### src/rtl/fpu_link_pkg.sv
// Shared types and pin map for the FPU chip link master.
// Also holds a few fp16 constants used by benches.
package fpu_link_pkg;

    localparam int unsigned DATA_W   = 16;
    localparam int unsigned CHIP_W   = 12;
    localparam int unsigned NIB_W    = 4;
    localparam int unsigned BYTE_W   = 8;
    localparam int unsigned NUM_NIBS = DATA_W / NIB_W;

    // chip pin map
    localparam int unsigned NIB_A_LSB     = 0;
    localparam int unsigned NIB_B_LSB     = 4;
    localparam int unsigned SEL_BIT       = 8;
    localparam int unsigned LOAD_BIT      = 9;
    localparam int unsigned OUT_VALID_BIT = 8;

    localparam logic [DATA_W-1:0] ONE   = 16'h3C00;
    localparam logic [DATA_W-1:0] TWO   = 16'h4000;
    localparam logic [DATA_W-1:0] THREE = 16'h4200;

    typedef enum logic [2:0] {
        IDLE,
        LOAD,
        WAIT,
        CAP_HI,
        RESP
    } state_e;

    typedef struct packed {
        logic [DATA_W-1:0] a;
        logic [DATA_W-1:0] b;
        logic              op;
    } fpu_req_t;

endpackage

### src/rtl/fpu_link_master_if.sv
// Request/response handshake plus the FPU chip pin bundle.
interface fpu_link_master_if;
    import fpu_link_pkg::*;

    logic              req_valid;
    logic              req_ready;
    logic [DATA_W-1:0] req_a;
    logic [DATA_W-1:0] req_b;
    logic              req_op;
    logic              rsp_valid;
    logic              rsp_ready;
    logic [DATA_W-1:0] rsp_result;
    logic              rsp_timeout;
    logic [CHIP_W-1:0] chip_in;
    logic [CHIP_W-1:0] chip_out;

    modport master (
        input  req_valid, req_a, req_b, req_op, rsp_ready, chip_out,
        output req_ready, rsp_valid, rsp_result, rsp_timeout, chip_in
    );

    modport slave (
        output req_valid, req_a, req_b, req_op, rsp_ready, chip_out,
        input  req_ready, rsp_valid, rsp_result, rsp_timeout, chip_in
    );

endinterface

### src/rtl/fpu_link_nibble_mux.sv
// Picks the A/B operand nibbles for a given load cycle, LSB nibble first;
// cycles past the last nibble yield zero.
module fpu_link_nibble_mux
    import fpu_link_pkg::*;
#(
    parameter int unsigned IDX_W = 3
) (
    input  logic [DATA_W-1:0] a,
    input  logic [DATA_W-1:0] b,
    input  logic [IDX_W-1:0]  idx,
    output logic [NIB_W-1:0]  nib_a_c,
    output logic [NIB_W-1:0]  nib_b_c
);

    always_comb begin
        nib_a_c = '0;
        nib_b_c = '0;
        if (idx < IDX_W'(NUM_NIBS)) begin
            unique case (idx[1:0])
                2'd0: begin nib_a_c = a[3:0];   nib_b_c = b[3:0];   end
                2'd1: begin nib_a_c = a[7:4];   nib_b_c = b[7:4];   end
                2'd2: begin nib_a_c = a[11:8];  nib_b_c = b[11:8];  end
                2'd3: begin nib_a_c = a[15:12]; nib_b_c = b[15:12]; end
                default: begin nib_a_c = '0;    nib_b_c = '0;       end
            endcase
        end
    end

endmodule

### src/rtl/fpu_link_master.sv
// Host-side driver for the 16-bit FPU chip: serialises operands as nibbles,
// collects the two result bytes and returns one response (or a timeout).
module fpu_link_master
    import fpu_link_pkg::*;
#(
    parameter int unsigned LOAD_CYCLES = 6,
    parameter int unsigned TIMEOUT     = 16
) (
    input logic               clock,
    input logic               reset,
    fpu_link_master_if.master bus
);

    localparam int unsigned LCNT_W = $clog2(LOAD_CYCLES);
    localparam int unsigned TCNT_W = $clog2(TIMEOUT);
    localparam logic [LCNT_W-1:0] LOAD_LAST    = LCNT_W'(LOAD_CYCLES - 1);
    localparam logic [TCNT_W-1:0] TIMEOUT_LAST = TCNT_W'(TIMEOUT - 1);

    state_e            state_q,     state_d;
    fpu_req_t          req_q,       req_d;
    logic [LCNT_W-1:0] lcnt_q,      lcnt_d;
    logic [TCNT_W-1:0] tcnt_q,      tcnt_d;
    logic [DATA_W-1:0] result_q,    result_d;
    logic              timeout_q,   timeout_d;
    logic              req_ready_q, req_ready_d;
    logic              rsp_valid_q, rsp_valid_d;
    logic [CHIP_W-1:0] chip_in_q,   chip_in_d;
    logic [NIB_W-1:0]  nib_a_c,     nib_b_c;
    logic              unused_chip_bits;

    assign unused_chip_bits = ^bus.chip_out[CHIP_W-1:OUT_VALID_BIT+1];

    // Nibbles are looked up from next-cycle values so chip_in can be registered.
    fpu_link_nibble_mux #(.IDX_W(LCNT_W)) u_nibble_mux (
        .a       (req_d.a),
        .b       (req_d.b),
        .idx     (lcnt_d),
        .nib_a_c (nib_a_c),
        .nib_b_c (nib_b_c)
    );

    always_ff @(posedge clock or posedge reset) begin
        if (reset) begin
            state_q     <= IDLE;
            req_q       <= '0;
            lcnt_q      <= '0;
            tcnt_q      <= '0;
            result_q    <= '0;
            timeout_q   <= 1'b0;
            req_ready_q <= 1'b1;
            rsp_valid_q <= 1'b0;
            chip_in_q   <= '0;
        end else begin
            state_q     <= state_d;
            req_q       <= req_d;
            lcnt_q      <= lcnt_d;
            tcnt_q      <= tcnt_d;
            result_q    <= result_d;
            timeout_q   <= timeout_d;
            req_ready_q <= req_ready_d;
            rsp_valid_q <= rsp_valid_d;
            chip_in_q   <= chip_in_d;
        end
    end

    // Next state, datapath captures and registered handshake outputs.
    always_comb begin
        state_d   = state_q;
        req_d     = req_q;
        lcnt_d    = lcnt_q;
        tcnt_d    = tcnt_q;
        result_d  = result_q;
        timeout_d = timeout_q;

        unique case (state_q)
            IDLE: begin
                if (bus.req_valid) begin
                    req_d   = '{a: bus.req_a, b: bus.req_b, op: bus.req_op};
                    lcnt_d  = '0;
                    state_d = LOAD;
                end
            end
            LOAD: begin
                if (lcnt_q == LOAD_LAST) begin
                    tcnt_d  = '0;
                    state_d = WAIT;
                end else begin
                    lcnt_d = lcnt_q + LCNT_W'(1);
                end
            end
            WAIT: begin
                // A valid flag on the final cycle still wins over the timeout.
                if (bus.chip_out[OUT_VALID_BIT]) begin
                    result_d[BYTE_W-1:0] = bus.chip_out[BYTE_W-1:0];
                    state_d              = CAP_HI;
                end else if (tcnt_q == TIMEOUT_LAST) begin
                    result_d  = '0;
                    timeout_d = 1'b1;
                    state_d   = RESP;
                end else begin
                    tcnt_d = tcnt_q + TCNT_W'(1);
                end
            end
            CAP_HI: begin
                result_d[DATA_W-1:BYTE_W] = bus.chip_out[BYTE_W-1:0];
                timeout_d                 = 1'b0;
                state_d                   = RESP;
            end
            RESP: begin
                if (bus.rsp_ready) begin
                    state_d = IDLE;
                end
            end
            default: state_d = IDLE;
        endcase

        req_ready_d = (state_d == IDLE);
        rsp_valid_d = (state_d == RESP);
    end

    // Chip pin image for the upcoming cycle; op select stays up until the response is taken.
    always_comb begin
        chip_in_d = '0;
        if (state_d == LOAD) begin
            chip_in_d[LOAD_BIT]                 = 1'b1;
            chip_in_d[SEL_BIT]                  = req_d.op;
            chip_in_d[NIB_A_LSB +: NIB_W]       = nib_a_c;
            chip_in_d[NIB_B_LSB +: NIB_W]       = nib_b_c;
        end else if (state_d != IDLE) begin
            chip_in_d[SEL_BIT] = req_d.op;
        end
    end

    assign bus.req_ready   = req_ready_q;
    assign bus.rsp_valid   = rsp_valid_q;
    assign bus.rsp_result  = result_q;
    assign bus.rsp_timeout = timeout_q;
    assign bus.chip_in     = chip_in_q;

endmodule
### src/flat_wrapper.sv
// flat-port wrapper written by rule: the top's interface ports become plain ports
module fpu_link_master_flat import fpu_link_pkg::*;
#(
    parameter int unsigned LOAD_CYCLES = 6,
    parameter int unsigned TIMEOUT     = 16
)
  (clock, reset, bus_req_valid, bus_req_a, bus_req_b, bus_req_op, bus_rsp_ready, bus_chip_out, bus_req_ready, bus_rsp_valid, bus_rsp_result, bus_rsp_timeout, bus_chip_in);
  fpu_link_master_if bus_i ();
  input logic clock;
  input logic reset;
  input wire logic [$bits(bus_i.req_valid)-1:0] bus_req_valid;
  input wire logic [$bits(bus_i.req_a)-1:0] bus_req_a;
  input wire logic [$bits(bus_i.req_b)-1:0] bus_req_b;
  input wire logic [$bits(bus_i.req_op)-1:0] bus_req_op;
  input wire logic [$bits(bus_i.rsp_ready)-1:0] bus_rsp_ready;
  input wire logic [$bits(bus_i.chip_out)-1:0] bus_chip_out;
  output wire logic [$bits(bus_i.req_ready)-1:0] bus_req_ready;
  output wire logic [$bits(bus_i.rsp_valid)-1:0] bus_rsp_valid;
  output wire logic [$bits(bus_i.rsp_result)-1:0] bus_rsp_result;
  output wire logic [$bits(bus_i.rsp_timeout)-1:0] bus_rsp_timeout;
  output wire logic [$bits(bus_i.chip_in)-1:0] bus_chip_in;
  assign bus_i.req_valid = bus_req_valid;
  assign bus_i.req_a = bus_req_a;
  assign bus_i.req_b = bus_req_b;
  assign bus_i.req_op = bus_req_op;
  assign bus_i.rsp_ready = bus_rsp_ready;
  assign bus_i.chip_out = bus_chip_out;
  assign bus_req_ready = bus_i.req_ready;
  assign bus_rsp_valid = bus_i.rsp_valid;
  assign bus_rsp_result = bus_i.rsp_result;
  assign bus_rsp_timeout = bus_i.rsp_timeout;
  assign bus_chip_in = bus_i.chip_in;
  fpu_link_master #(.LOAD_CYCLES(LOAD_CYCLES), .TIMEOUT(TIMEOUT)) u_core (.clock(clock), .reset(reset), .bus(bus_i));
endmodule
### config.mk
export PLATFORM = sky130hd
export DESIGN_NAME = fpu_link_master_flat
export DESIGN_NICKNAME = d
export VERILOG_FILES = /design/src/rtl/fpu_link_pkg.sv /design/src/rtl/fpu_link_master_if.sv /design/src/rtl/fpu_link_nibble_mux.sv /design/src/rtl/fpu_link_master.sv /design/src/flat_wrapper.sv
export SDC_FILE = /design/constraint.sdc
export NUM_CORES = 1
export LEC_CHECK = 0
export ABC_CLOCK_PERIOD_IN_PS = 2580
export CELL_PAD_IN_SITES_DETAIL_PLACEMENT = 1
export CELL_PAD_IN_SITES_GLOBAL_PLACEMENT = 2
export CORE_MARGIN = 1
export CORE_UTILIZATION = 30
export DETAILED_ROUTE_END_ITERATION = 12
export GPL_TIMING_DRIVEN = 1
export HOLD_SLACK_MARGIN = 0.03
export MAX_ROUTING_LAYER = met4
export PLACE_DENSITY = 0.75
export SYNTH_ARGS = -nofsm -noshare
export SYNTH_HDL_FRONTEND = slang
export SYNTH_HIERARCHICAL = 1
export SYNTH_SLANG_ARGS = --single-unit
### constraint.sdc
create_clock -name clock -period 2.58 [get_ports clock]
set_clock_uncertainty 0.2 [all_clocks]
set_input_delay 0.258 -clock clock [delete_from_list [all_inputs] [get_ports clock]]
set_output_delay 0.258 -clock clock [all_outputs]
set_load 0.01 [all_outputs]
==> results.md <==
- Status: complete, no violations
- FF-to-FF setup slack: 210 ps
- Hold Path Class: reg -> reg
- Synth async-reset ratio: 100%
- Hold depth: 1
- Hold Path Origin: u_core/req_q[6]$_DFF_PP0_
- Root buffer cell: clkbuf_8
- Combinational cell fraction of total power: about 48%
- Crit path DAT: 2440 ps
- Mapped Area: 0.00314 sq mm
- Vias per inst: 4.72
- Worst Setup End Kind: register
- Setup Buffers After CTS: 0
- Inserted Clock Buffers: 9
- Pwr Density: 1290 mW/mm^2
- Placed Cells: between 400 and 500
- Startpoint types: register
- Slew Limit Fails: 0
- GR Overflow Total: 0
- Fin util: about 44%
- DR pass1 iterations: 4
- Crit path time final: around 2400 ps
- Area leader, netlist: dfrtp_1
- Clock share of power: about a fifth
- 1st-iter DRT viols: 87
- Mapped Cells: 236
- Mean area per synthesized cell: 13.3 sq um
- CP required: roughly 2700 ps
- Lkg Pwr: around 1.9 nW
- Placed cell areas: 0.00412 sq mm
- Tot GR Track Use: 15.2%
- WL per Instance: 16.2 um
- CTS tree: built
- WHS Endpoint: u_core/req_q[6]$_DFF_PP0_
- H-tree depth: 3
- Worst Slack Setup Final: 206 ps
- Net Sw Frac: 33.9%
- Routability congestion estimate from global placement: ~0.73
- Setup CP Type: reg -> reg
- Multiplexer area fraction after synthesis: between 10% and 20%
- Unrepaired setup endpoints after global routing: no
- Area growth, synth to finish: 39.0%
- Synth Flop Type: dfrtp_1
- Synth Area in Simple Gates: between 10% and 20%
- Count of cell types in the netlist: 43
- Seq/Total Area, Yosys: a little under three fifths
- Clock transition at the registers of the reported paths: 70 ps
- Crit share post-route: 92.0%
- Post-route setup TNS: 0 ps
- Largest net degree at the start of global routing: 47
- First-pass GRT wire length: 12700 um
- Largest family of logic cells by synthesized area: multiplexers
- Slew margin rel.: 56.4%
- Number of global-route vias before repair: 2450
- Synth Area in Compound Gates: 9.29%
- Most frequent cells in the layout: clkdlybuf4s50_1, dfrtp_1, mux2_1
- Fin. Hold Viols: 0
- Clock sink total: 72
- Die Area: 0.0109 sq mm
- Internal power: 3.71 mW
- Antenna Violating Nets Remaining: 0
- Initial Util: 31.5%
- DPL Wire Length: 5470 um
- IO Pins: 80
- Worst-skew pair later-pin latency: 340 ps
- Share of cells above drive strength 1: roughly an eighth
- Post-synth EDFFs: 0
- Fill count: 1026
- Nets: 377
- Adder-cell share of the synthesized area: 1.20%
- CTS hold repair buffers: 1
- CTS max path bufs: 2
- ANT cells: 0
- Vias: ~2200
- Register bit total from synthesis: 72
- Total power: 5.62 mW
- Final Instance Area: 0.00436 sq mm
- RR Startpoint: u_core/state_q[1]$_DFF_PP0_
- Routed WL: 7500 um
- Max Clk Rate: 421 MHz
- Commonest non-fill, non-tap cell in the layout: clkdlybuf4s50_1
- Max_cap viols: 0
- Worst hold margin: ~290 ps
- Psw: between 1.5 and 2 mW
- Worst-Margin Slew: around 650 ps
- Top area cells in the synthesized netlist: dfrtp_1, mux2_1, mux2i_1
- Non-Filler Instances: ~460
- CP Max Fanout: 15
- Placement Setup Slack: 14.7 ps
- Warnings, synthesis: 6
- Post-synth top area share: 56.6%
- Worst reg2reg path endpoint: u_core/bus.chip_in[4]$_DFF_PP0_
- Chip width: about 100 um
- Initial antenna violation count: 0
- DR DRC count: 0
- Post-cts resize count: 0
- Core area: 0.00995 sq mm
- Port Buffers: 74
- Peak VDD IR: roughly 0.00057 V
- Die Ht: 104 um
- Reg power frac: 33.7%
- Post-Synth XOR/XNOR Area: 0%
- Reg2Reg Depth: 7
- Setup violations, final: 0
- Num rows: 36
## Yosys cell counts (2+ instances only)
library cell  number
mux2_2             6
and4b_1            2
or4_1              2
mux2i_1           16
nor2_1             3
o21ai_1            2
and2_1            10
nor2b_1            3
inv_1              3
a22o_1            17
a21oi_1            3
nand3_1            7
and3_1             3
o21ai_0            6
nand2_1            9
dfrtp_1           71
nor3b_2            2
ha_1               3
nor3_1             3
o22ai_1            9
buf_4              6
mux2_1            27
buf_6              3
## state kept, by name, indices dropped and copies added, names as in the netlist
| register | cells |
|---|---|
| u_core/bus.chip_in | 10 |
| u_core/bus.req_ready | 1 |
| u_core/bus.rsp_result | 16 |
| u_core/bus.rsp_timeout | 1 |
| u_core/bus.rsp_valid | 1 |
| u_core/lcnt_q | 3 |
| u_core/req_q | 33 |
| u_core/state_q | 3 |
| u_core/tcnt_q | 4 |
## kinds of logic after synthesis
family / count (synthesis)
AOI/OAI and AO/OA: 41
adders and majority gates: 3
buffers and inverters: 17
DFF: 72
muxes: 49
other: 1
and+or+nand+nor: 53
## worst max-delay path: stages (launching register included)
cell      delay, ps
dfrtp_1         500
nor4b_4         400
buf_12          200
nand3b_1        110
o21ai_0         130
or2_1           390
o22ai_1         220
and2_1          150
## layer usage
metal | up-vias | wire, um | global-route usage, %
li1 | 1030 | - | -
met1 | 1118 | 3560 | 19.3
met2 | 28 | 3720 | 24.5
met3 | 4 | 143 | 2.32
met4 | 0 | 76 | 6.12
met5 | - | 0 | -
## power groups by stage
stage	Sequential (mW)	Combinational (mW)	Clock (mW)
floorplan	1.91	1.69	0
global placement	1.90	2.61	0
detailed placement	1.92	2.69	0
CTS	1.90	2.71	1.09
global route	1.96	2.92	1.14
finish	1.89	2.67	1.06
## final cells by class
cell class	instances	area (sq um)	area share, %
clock buffers	10	128	2.93
clock inverters	5	106	2.44
inverters	3	11.3	0.258
multi-input cells	148	1210	27.8
flip-flops and latches	72	1800	41.3
well taps	133	166	3.81
repair buffers	91	933	21.4
## worst max path at each step
stage                                                  to                        start
final                     u_core/bus.chip_in[4]$_DFF_PP0_  u_core/state_q[1]$_DFF_PP0_
after global routing      u_core/bus.chip_in[4]$_DFF_PP0_  u_core/state_q[0]$_DFF_PP0_
after CTS                 u_core/bus.chip_in[4]$_DFF_PP0_  u_core/state_q[1]$_DFF_PP0_
after detailed placement  u_core/bus.chip_in[4]$_DFF_PP0_                bus_req_valid
after global placement    u_core/bus.chip_in[6]$_DFF_PP0_                bus_req_valid
after floorplan           u_core/bus.chip_in[0]$_DFF_PP0_  u_core/state_q[1]$_DFF_PP0_
Note: power is estimated with default switching activity, not from simulation.
